### src/rtl/img_pkg.sv
// rtl/img_pkg.sv - shared pixel constants, pad state type and border geometry helper
package img_pkg;

  localparam int PIX_W = 8;

  typedef enum logic [0:0] {
    PAD_IDLE = 1'b0,
    PAD_RUN  = 1'b1
  } pad_state_e;

  // True when (x, y) lies inside the border of thickness r on a w x h frame.
  function automatic logic is_interior(input int x, input int y, input int w, input int h, input int r);
    return (x >= r) && (x < w - r) && (y >= r) && (y < h - r);
  endfunction

endpackage

### src/rtl/pix_fifo.sv
// rtl/pix_fifo.sv - synchronous pixel FIFO with full/empty and same-cycle push/pop
module pix_fifo
  import img_pkg::*;
#(
  parameter int DEPTH = 64,
  parameter int W     = PIX_W
) (
  input  logic         clk,
  input  logic         rst_n,
  input  logic         push,
  input  logic [W-1:0] push_data,
  input  logic         pop,
  output logic [W-1:0] head,
  output logic         full,
  output logic         empty
);

  localparam int AW = $clog2(DEPTH);

  logic [W-1:0]  mem [DEPTH];
  logic [AW-1:0] wr_ptr;
  logic [AW-1:0] rd_ptr;
  logic [AW:0]   count;
  logic          do_push;
  logic          do_pop;

  assign empty   = (count == '0);
  assign full    = (count == (AW+1)'(DEPTH));
  assign do_pop  = pop && !empty;
  // A full FIFO still takes a push when the head leaves in the same cycle.
  assign do_push = push && (!full || do_pop);
  assign head    = mem[rd_ptr];

  always_ff @(posedge clk) begin
    if (do_push) mem[wr_ptr] <= push_data;
  end

  always_ff @(posedge clk) begin
    if (!rst_n) begin
      wr_ptr <= '0;
      rd_ptr <= '0;
      count  <= '0;
    end else begin
      if (do_push) wr_ptr <= wr_ptr + 1'b1;
      if (do_pop)  rd_ptr <= rd_ptr + 1'b1;
      case ({do_push, do_pop})
        2'b10:   count <= count + 1'b1;
        2'b01:   count <= count - 1'b1;
        default: count <= count;
      endcase
    end
  end

endmodule

### src/rtl/frame_padder.sv
// rtl/frame_padder.sv - re-emits cropped interior stream as a full frame with padded border
// Optional statistics ports enabled by FRAME_PADDER_STATS_EN.
module frame_padder
  import img_pkg::*;
#(
  parameter int               WIDTH      = 512,
  parameter int               HEIGHT     = 512,
  parameter int               R_KERNEL   = 2,
  parameter logic [PIX_W-1:0] PAD_VALUE  = 8'h00,
  parameter int               FIFO_DEPTH = 64
) (
  input  logic             clk,
  input  logic             rst_n,
  input  logic             in_valid,
  input  logic [PIX_W-1:0] in_pixel,
  input  logic             out_ready,
  output logic             out_valid,
  output logic [PIX_W-1:0] out_pixel,
  output logic             out_sof,
  output logic             out_eol,
  output logic             frame_done,
  output logic             overflow
`ifdef FRAME_PADDER_STATS_EN
  ,
  output logic [15:0]      drop_count,
  output logic [31:0]      underflow_cycles
`endif
);

  localparam int XW = (WIDTH  > 1) ? $clog2(WIDTH)  : 1;
  localparam int YW = (HEIGHT > 1) ? $clog2(HEIGHT) : 1;

  pad_state_e       state;
  logic [XW-1:0]    x;
  logic [YW-1:0]    y;
  logic             fifo_full;
  logic             fifo_empty;
  logic             fifo_pop;
  logic [PIX_W-1:0] fifo_head;
  logic             run;
  logic             interior;
  logic             last_x;
  logic             last_y;
  logic             accept;
  logic             drop;

  assign run      = (state == PAD_RUN);
  assign interior = is_interior(int'(x), int'(y), WIDTH, HEIGHT, R_KERNEL);
  assign last_x   = (x == XW'(WIDTH - 1));
  assign last_y   = (y == YW'(HEIGHT - 1));

  // Interior positions wait for data; the counters simply hold while empty.
  assign out_valid = run && (!interior || !fifo_empty);
  assign out_pixel = !out_valid ? '0 : (interior ? fifo_head : PAD_VALUE);
  assign out_sof   = out_valid && (x == '0) && (y == '0);
  assign out_eol   = out_valid && last_x;

  assign accept   = out_valid && out_ready;
  assign fifo_pop = accept && interior;
  assign drop     = in_valid && fifo_full && !fifo_pop;

  pix_fifo #(
    .DEPTH (FIFO_DEPTH),
    .W     (PIX_W)
  ) u_fifo (
    .clk       (clk),
    .rst_n     (rst_n),
    .push      (in_valid),
    .push_data (in_pixel),
    .pop       (fifo_pop),
    .head      (fifo_head),
    .full      (fifo_full),
    .empty     (fifo_empty)
  );

  always_ff @(posedge clk) begin
    if (!rst_n) begin
      state      <= PAD_IDLE;
      x          <= '0;
      y          <= '0;
      frame_done <= 1'b0;
      overflow   <= 1'b0;
    end else begin
      frame_done <= 1'b0;
      if (drop) overflow <= 1'b1;
      case (state)
        PAD_IDLE: begin
          if (in_valid) begin
            state <= PAD_RUN;
            x     <= '0;
            y     <= '0;
          end
        end
        default: begin
          if (accept) begin
            if (last_x) begin
              x <= '0;
              if (last_y) begin
                y          <= '0;
                state      <= PAD_IDLE;
                frame_done <= 1'b1;
              end else begin
                y <= y + 1'b1;
              end
            end else begin
              x <= x + 1'b1;
            end
          end
        end
      endcase
    end
  end

`ifdef FRAME_PADDER_STATS_EN
  always_ff @(posedge clk) begin
    if (!rst_n) begin
      drop_count       <= '0;
      underflow_cycles <= '0;
    end else begin
      if (drop && (drop_count != 16'hFFFF)) drop_count <= drop_count + 16'd1;
      if (run && interior && fifo_empty && (underflow_cycles != 32'hFFFF_FFFF))
        underflow_cycles <= underflow_cycles + 32'd1;
    end
  end
`endif

endmodule
### config.mk
export PLATFORM = sky130hd
export DESIGN_NAME = frame_padder
export DESIGN_NICKNAME = d
export VERILOG_FILES = /design/src/rtl/img_pkg.sv /design/src/rtl/pix_fifo.sv /design/src/rtl/frame_padder.sv
export SDC_FILE = /design/constraint.sdc
export NUM_CORES = 1
export LEC_CHECK = 0
export BUFFER_PORTS_ARGS = -buffer_cell sky130_fd_sc_hd__buf_2
export CORE_ASPECT_RATIO = 0.8
export CORE_MARGIN = 2
export CORE_UTILIZATION = 55
export CTS_BUF_LIST = sky130_fd_sc_hd__clkbuf_4 sky130_fd_sc_hd__clkbuf_8 sky130_fd_sc_hd__clkbuf_16
export DETAILED_ROUTE_END_ITERATION = 10
export MAX_ROUTING_LAYER = met4
export PLACE_DENSITY = 0.74
export SYNTH_ARGS = -nofsm -noshare
export SYNTH_HDL_FRONTEND = slang
export SYNTH_SLANG_ARGS = --single-unit
### constraint.sdc
create_clock -name clk -period 3.2 [get_ports clk]
set_clock_uncertainty 0.15 [all_clocks]
set_input_delay 0.16 -clock clk [delete_from_list [all_inputs] [get_ports clk]]
set_output_delay 0.16 -clock clk [all_outputs]
set_load 0.05 [all_outputs]
Yosys cells after proc, flatten, opt, wreduce, memory -nomap -nowiden --
Memories as Yosys holds them, arrays and structs flattened. A register that Yosys moved wholly into a read port is not among the register bits. Cells that the tools add are included.
Word-level totals: register bits after elaboration 40, RAM bits 512, input port bits 12, output and inout port bits 13, logic and storage cells 74, memories kept 1
Operators by class: add/sub/neg operators 6, $lt $le $gt $ge 4, equal/unequal tests 7, mux-type cells 21, reductions and logical operators 27
Memory list:
- u_fifo.mem | words 64, bits a word 8, rd ports 1, clocked after memory_dff 1, wr ports 1, RTL line pix_fifo.sv:20 | logic [W-1:0] mem [DEPTH];
Operator list (count):
- $mux 9 | 8
- $add 9x1->9 const B | 2
- $eq 9x9->1 const B | 2
- $ge 9x2->1 const B | 2
- $logic_not 9->1 | 2
- $lt 9x9->1 const B | 2
- $mux 8 | 2
- $pmux 7 s2 | 1
- $logic_and 1x1->1 | 13
- $add 6x1->6 const B | 2
- $mux 6 | 2
- $mux 1 | 8
- $add 7x1->7 const B | 1
- $eq 7x7->1 const B | 1
- $logic_not 7->1 | 1
- $sub 7x1->7 const B | 1
- $logic_not 1->1 | 4
- $ne 2x1->1 const B | 2
- $reduce_and 4->1 | 1
- $reduce_bool 2->1 | 2
- $reduce_and 3->1 | 1
- $eq 2x1->1 const B | 1
- $eq 2x2->1 const B | 1
- $logic_or 1x1->1 | 2
- $reduce_and 2->1 | 1

Depth between registers and ports, before layout --
depth in word-level cells 14, mapped depth 16, mapped depth without buffers 14

Hierarchy --
From an unflattened synthesis, not the netlist that was laid out.
Unflattened totals: cells, all modules 1201, area total of the unflattened synthesis 22416.5 sq um
Modules (own cells, without submodules):
- pix_fifo | instances 1, cells an instance 1043, area each 21137.8 sq um, seq. area each 15875.2 sq um
- frame_padder | instances 1, cells an instance 158, area each 1278.7 sq um, seq. area each 420.4 sq um

Least setup slack after synthesis --
Ideal clock, no wire load.
kind register to output, start reg (tool-made name), end out out_pixel[1], arrival 3.216 ns, data required time 2.890 ns, path slack -0.326 ns, cell stages (with the launch flop) 10, buffers on the path 4, cells stage by stage dfxtp_1 > clkbuf_1 > buf_1 > clkbuf_1 > buf_1 > mux4_2 > a22oi_1 > nand3_1 > o21ai_0 > nor3_1
RTL lines:
- to (decl) | RTL line frame_padder.sv:18 | output logic [PIX_W-1:0] out_pixel,

==> reports/qor.csv <==
metric,value,unit
"leading cell type in the layout, fill and taps excluded",edfxtp_1,
ys async rst share,0,
kind of critical path,reg -> out,
Tot GR Track Use,0.256,
gr ovfl total,0,
"Clk Latency, worst-skew pair",0.57,ns
outcome,"complete, but fails checks",
CP max FO,13,
Min Hold Slack,0.0541,ns
worst vdd ir,0.000397,V
largest family of logic cells by synthesized area,multiplexers,
Die Span X,229,um
largest net degree at the start of global routing,65,
WP data required,2.89,ns
FILL cells,2631,
Setup Slack @ Placement,0.134,ns
Detail Placement HPWL,30.1,mm
WL/cell,26.4,um
Setup crit start kind,flip-flop,
DRC viols,0,
die area,42300,sq um
Synth top area share,0.688,
hold depth,1,
core area,40400,sq um
PnR Total Power,0.0144,W
number of vias in the routed layout,12400,
Main synth FF type,edfxtp_1,
RSZ-0062 raised after global routing,true,
share of layout cells above drive strength 1,0.277,
first-pass GRT wire length,77.4,mm
Netlist cell types,56,
number of synthesized flops with an enable pin,512,
ratio of final minimum period to clock period,1.03,
first drt pass iteration count,6,
Finished Cell Area,26000,sq um
worst hold endpoint,u_fifo.mem[12][0],
Via-to-Cell Ratio,6.37,
flop-to-flop setup slack,0.14,ns
LEAKAGE,8.27,nW
post-synthesis compound-gate area fraction,0.0412,
most frequent cells in the layout,"512 x edfxtp_1, 113 x mux4_2, 95 x nor2_1",
footprint of the multi-input gates,6070,sq um
Post-Syn Nets,1270,
Die Height,184,um
pwr/cell area,554,nW/um^2
Cell Rows,66,
worst min-delay path class,in -> reg,
register area share after synthesis,0.729,
worst r2r src,y[1],
Post-Syn Instances,1247,
synth warn,0,
RD Place Congestion,0.903,
fin worst setup slack,-0.0832,ns
xor/xnor cell area share of the yosys netlist,0.00274,
Synth Area in Simple Gates,0.0620,
placed inst area,23500,sq um
Worst Path Arrival,2.97,ns
nets,1382,
worst reg2reg endpoint,u_fifo.mem[18][0],
initial antenna violation count,0,
Fin. Hold Viols,0,
n_diodes,0,
IO buf count,24,
Reg area,16300,sq um
H-tree Lvls,2,
Sum Neg Setup Slack,-0.336,ns
Initial Util,0.553,
mux contribution to synthesized area,0.145,
Synth Area in Adders,0.00616,
Syn Area/Cell,17.9,sq um
# IOs,25,
post-route ant nets,0,
Initial DRC Count,1596,
"Setup violations, final",7,
Routed Wire Length,51.2,mm
Slew Limit Fails,0,
Tightest Pin Transition,1.26,ns
register bit total from synthesis,558,
Tmin final,3.28,ns
f_max,305,MHz
Setup crit end kind,primary output,
Yosys top cell by area,edfxtp_1,
Clock Path Buffers,3,
CTS buffer count,51,
vias in the first global route,12200,
Worst Hold Launch,in_pixel[0],
Max-Cap Viols,0,
R2R cell count,8,
normalized max-slew margin,0.158,
clock sink total,558,
violated checks,negative setup slack,
clk root buf,clkbuf_16,
CTS tree,done,
synth top area cells,"edfxtp_1 69%, mux4_2 11%, dfxtp_1 4.1%",
Syn Std Cell Area,22300,sq um
area delta synth->final,16.4,%
"CTS clk-pin slew, worst paths",0.06,ns
[through the flow]
stage,utilization,instances
finish,0.644,1940
CTS,0.642,1937
global placement,0.582,1815
detailed placement,0.582,1815
global route,0.644,1940
floorplan,-,1247
[critical path: stages, from the launching register on]
cell and delay (ns):
dfxtp_4 0.36, buf_4 0.16, buf_4 0.17, buf_16 0.17
mux4_2 0.35, o22ai_1 0.10, nor3_1 0.57, o311a_1 0.32
buf_6 0.19
[flip-flops by register name (all words and copies together), names as in the netlist, named ones only]
register and cells:
u_fifo.rd_ptr 6, u_fifo.wr_ptr 6, u_fifo.count 7, y 9, u_fifo.mem 512, frame_done 1, x 9, overflow 1
run 1
[how the worst max path moves through the flow]
stage / startpoint / endpoint / slack (ns) / cells after the start
floorplan: x[3] / u_fifo.count[4] / 0.03 / 14
finish: flip-flop / out_pixel[2] / -0.08 / 8
CTS: flip-flop / out_pixel[2] / -0.04 / 11
global placement: x[3] / u_fifo.count[4] / 0.16 / 12
global route: flip-flop / out_pixel[4] / -0.16 / 10
detailed placement: x[3] / u_fifo.count[4] / 0.13 / 12
[synthesized netlist by cell type (4+ instances only)]
library cell  count
edfxtp_1        512
mux4_2          113
nor2_1           99
mux2i_1          64
dfxtp_1          46
nand2_1          45
nand3_1          42
clkbuf_1         41
a21oi_1          31
buf_1            18
nor3_1           17
o21ai_0          16
a22oi_1          12
ha_1             11
and3_1           10
inv_1            10
nand2b_1         10
nor2b_1          10
o22ai_1          10
and2_1            9
a211oi_1          8
a221oi_1          8
or3_1             8
nand3b_1          7
nor4_1            6
or4_1             6
a22o_1            5
nand4_1           5
a31oi_1           4
buf_2             4
mux2_2            4
o211ai_1          4
o221ai_1          4
o311a_1           4
xor2_1            4
[report_power, final]
group | switching (W) | internal, W
clock network | 0.00257 | 0.00356
registers | 0.0000154 | 0.00797
logic | 0.000221 | 0.0000778
total | 0.00281 | 0.0116
[area by class of cell]
cell class,instances,area share
Sequential cell,558,0.627
Multi-Input combinational cell,613,0.233
Inverter,11,0.00159
Timing Repair Buffer,124,0.0479
Tap cell,544,0.0262
Clock inverter,28,0.0107
Clock buffer,62,0.0536
[metal layers]
layer	routed length, um	GRT usage	vias to the layer above
li1	-	-	5273
met1	22000	0.382	6348
met2	22800	0.366	646
met3	5140	0.0506	89
met4	1270	0.0688	0
met5	0	-	-
[timing repair]
item                                   in CTS  in global routing
cloned                                      6                  1
pin swaps                                  13                  6
buffers inserted                           20                  2
setup endpoints to repair                   8                 48
hold buffers                                6                  0
resized for setup                          72                 19
endpoints found under the hold margin      69                  0
[cells by family after synthesis]
logic type               after synthesis
flip-flops                           558
AO/OA/AOI/OAI                        129
adder cells (fa/ha/maj)               11
AND/OR/NAND/NOR                      284
multiplexers                         181
buffers and inverters                 77
XOR/XNOR                               7
No activity file was read; power rests on OpenSTA's default activity.
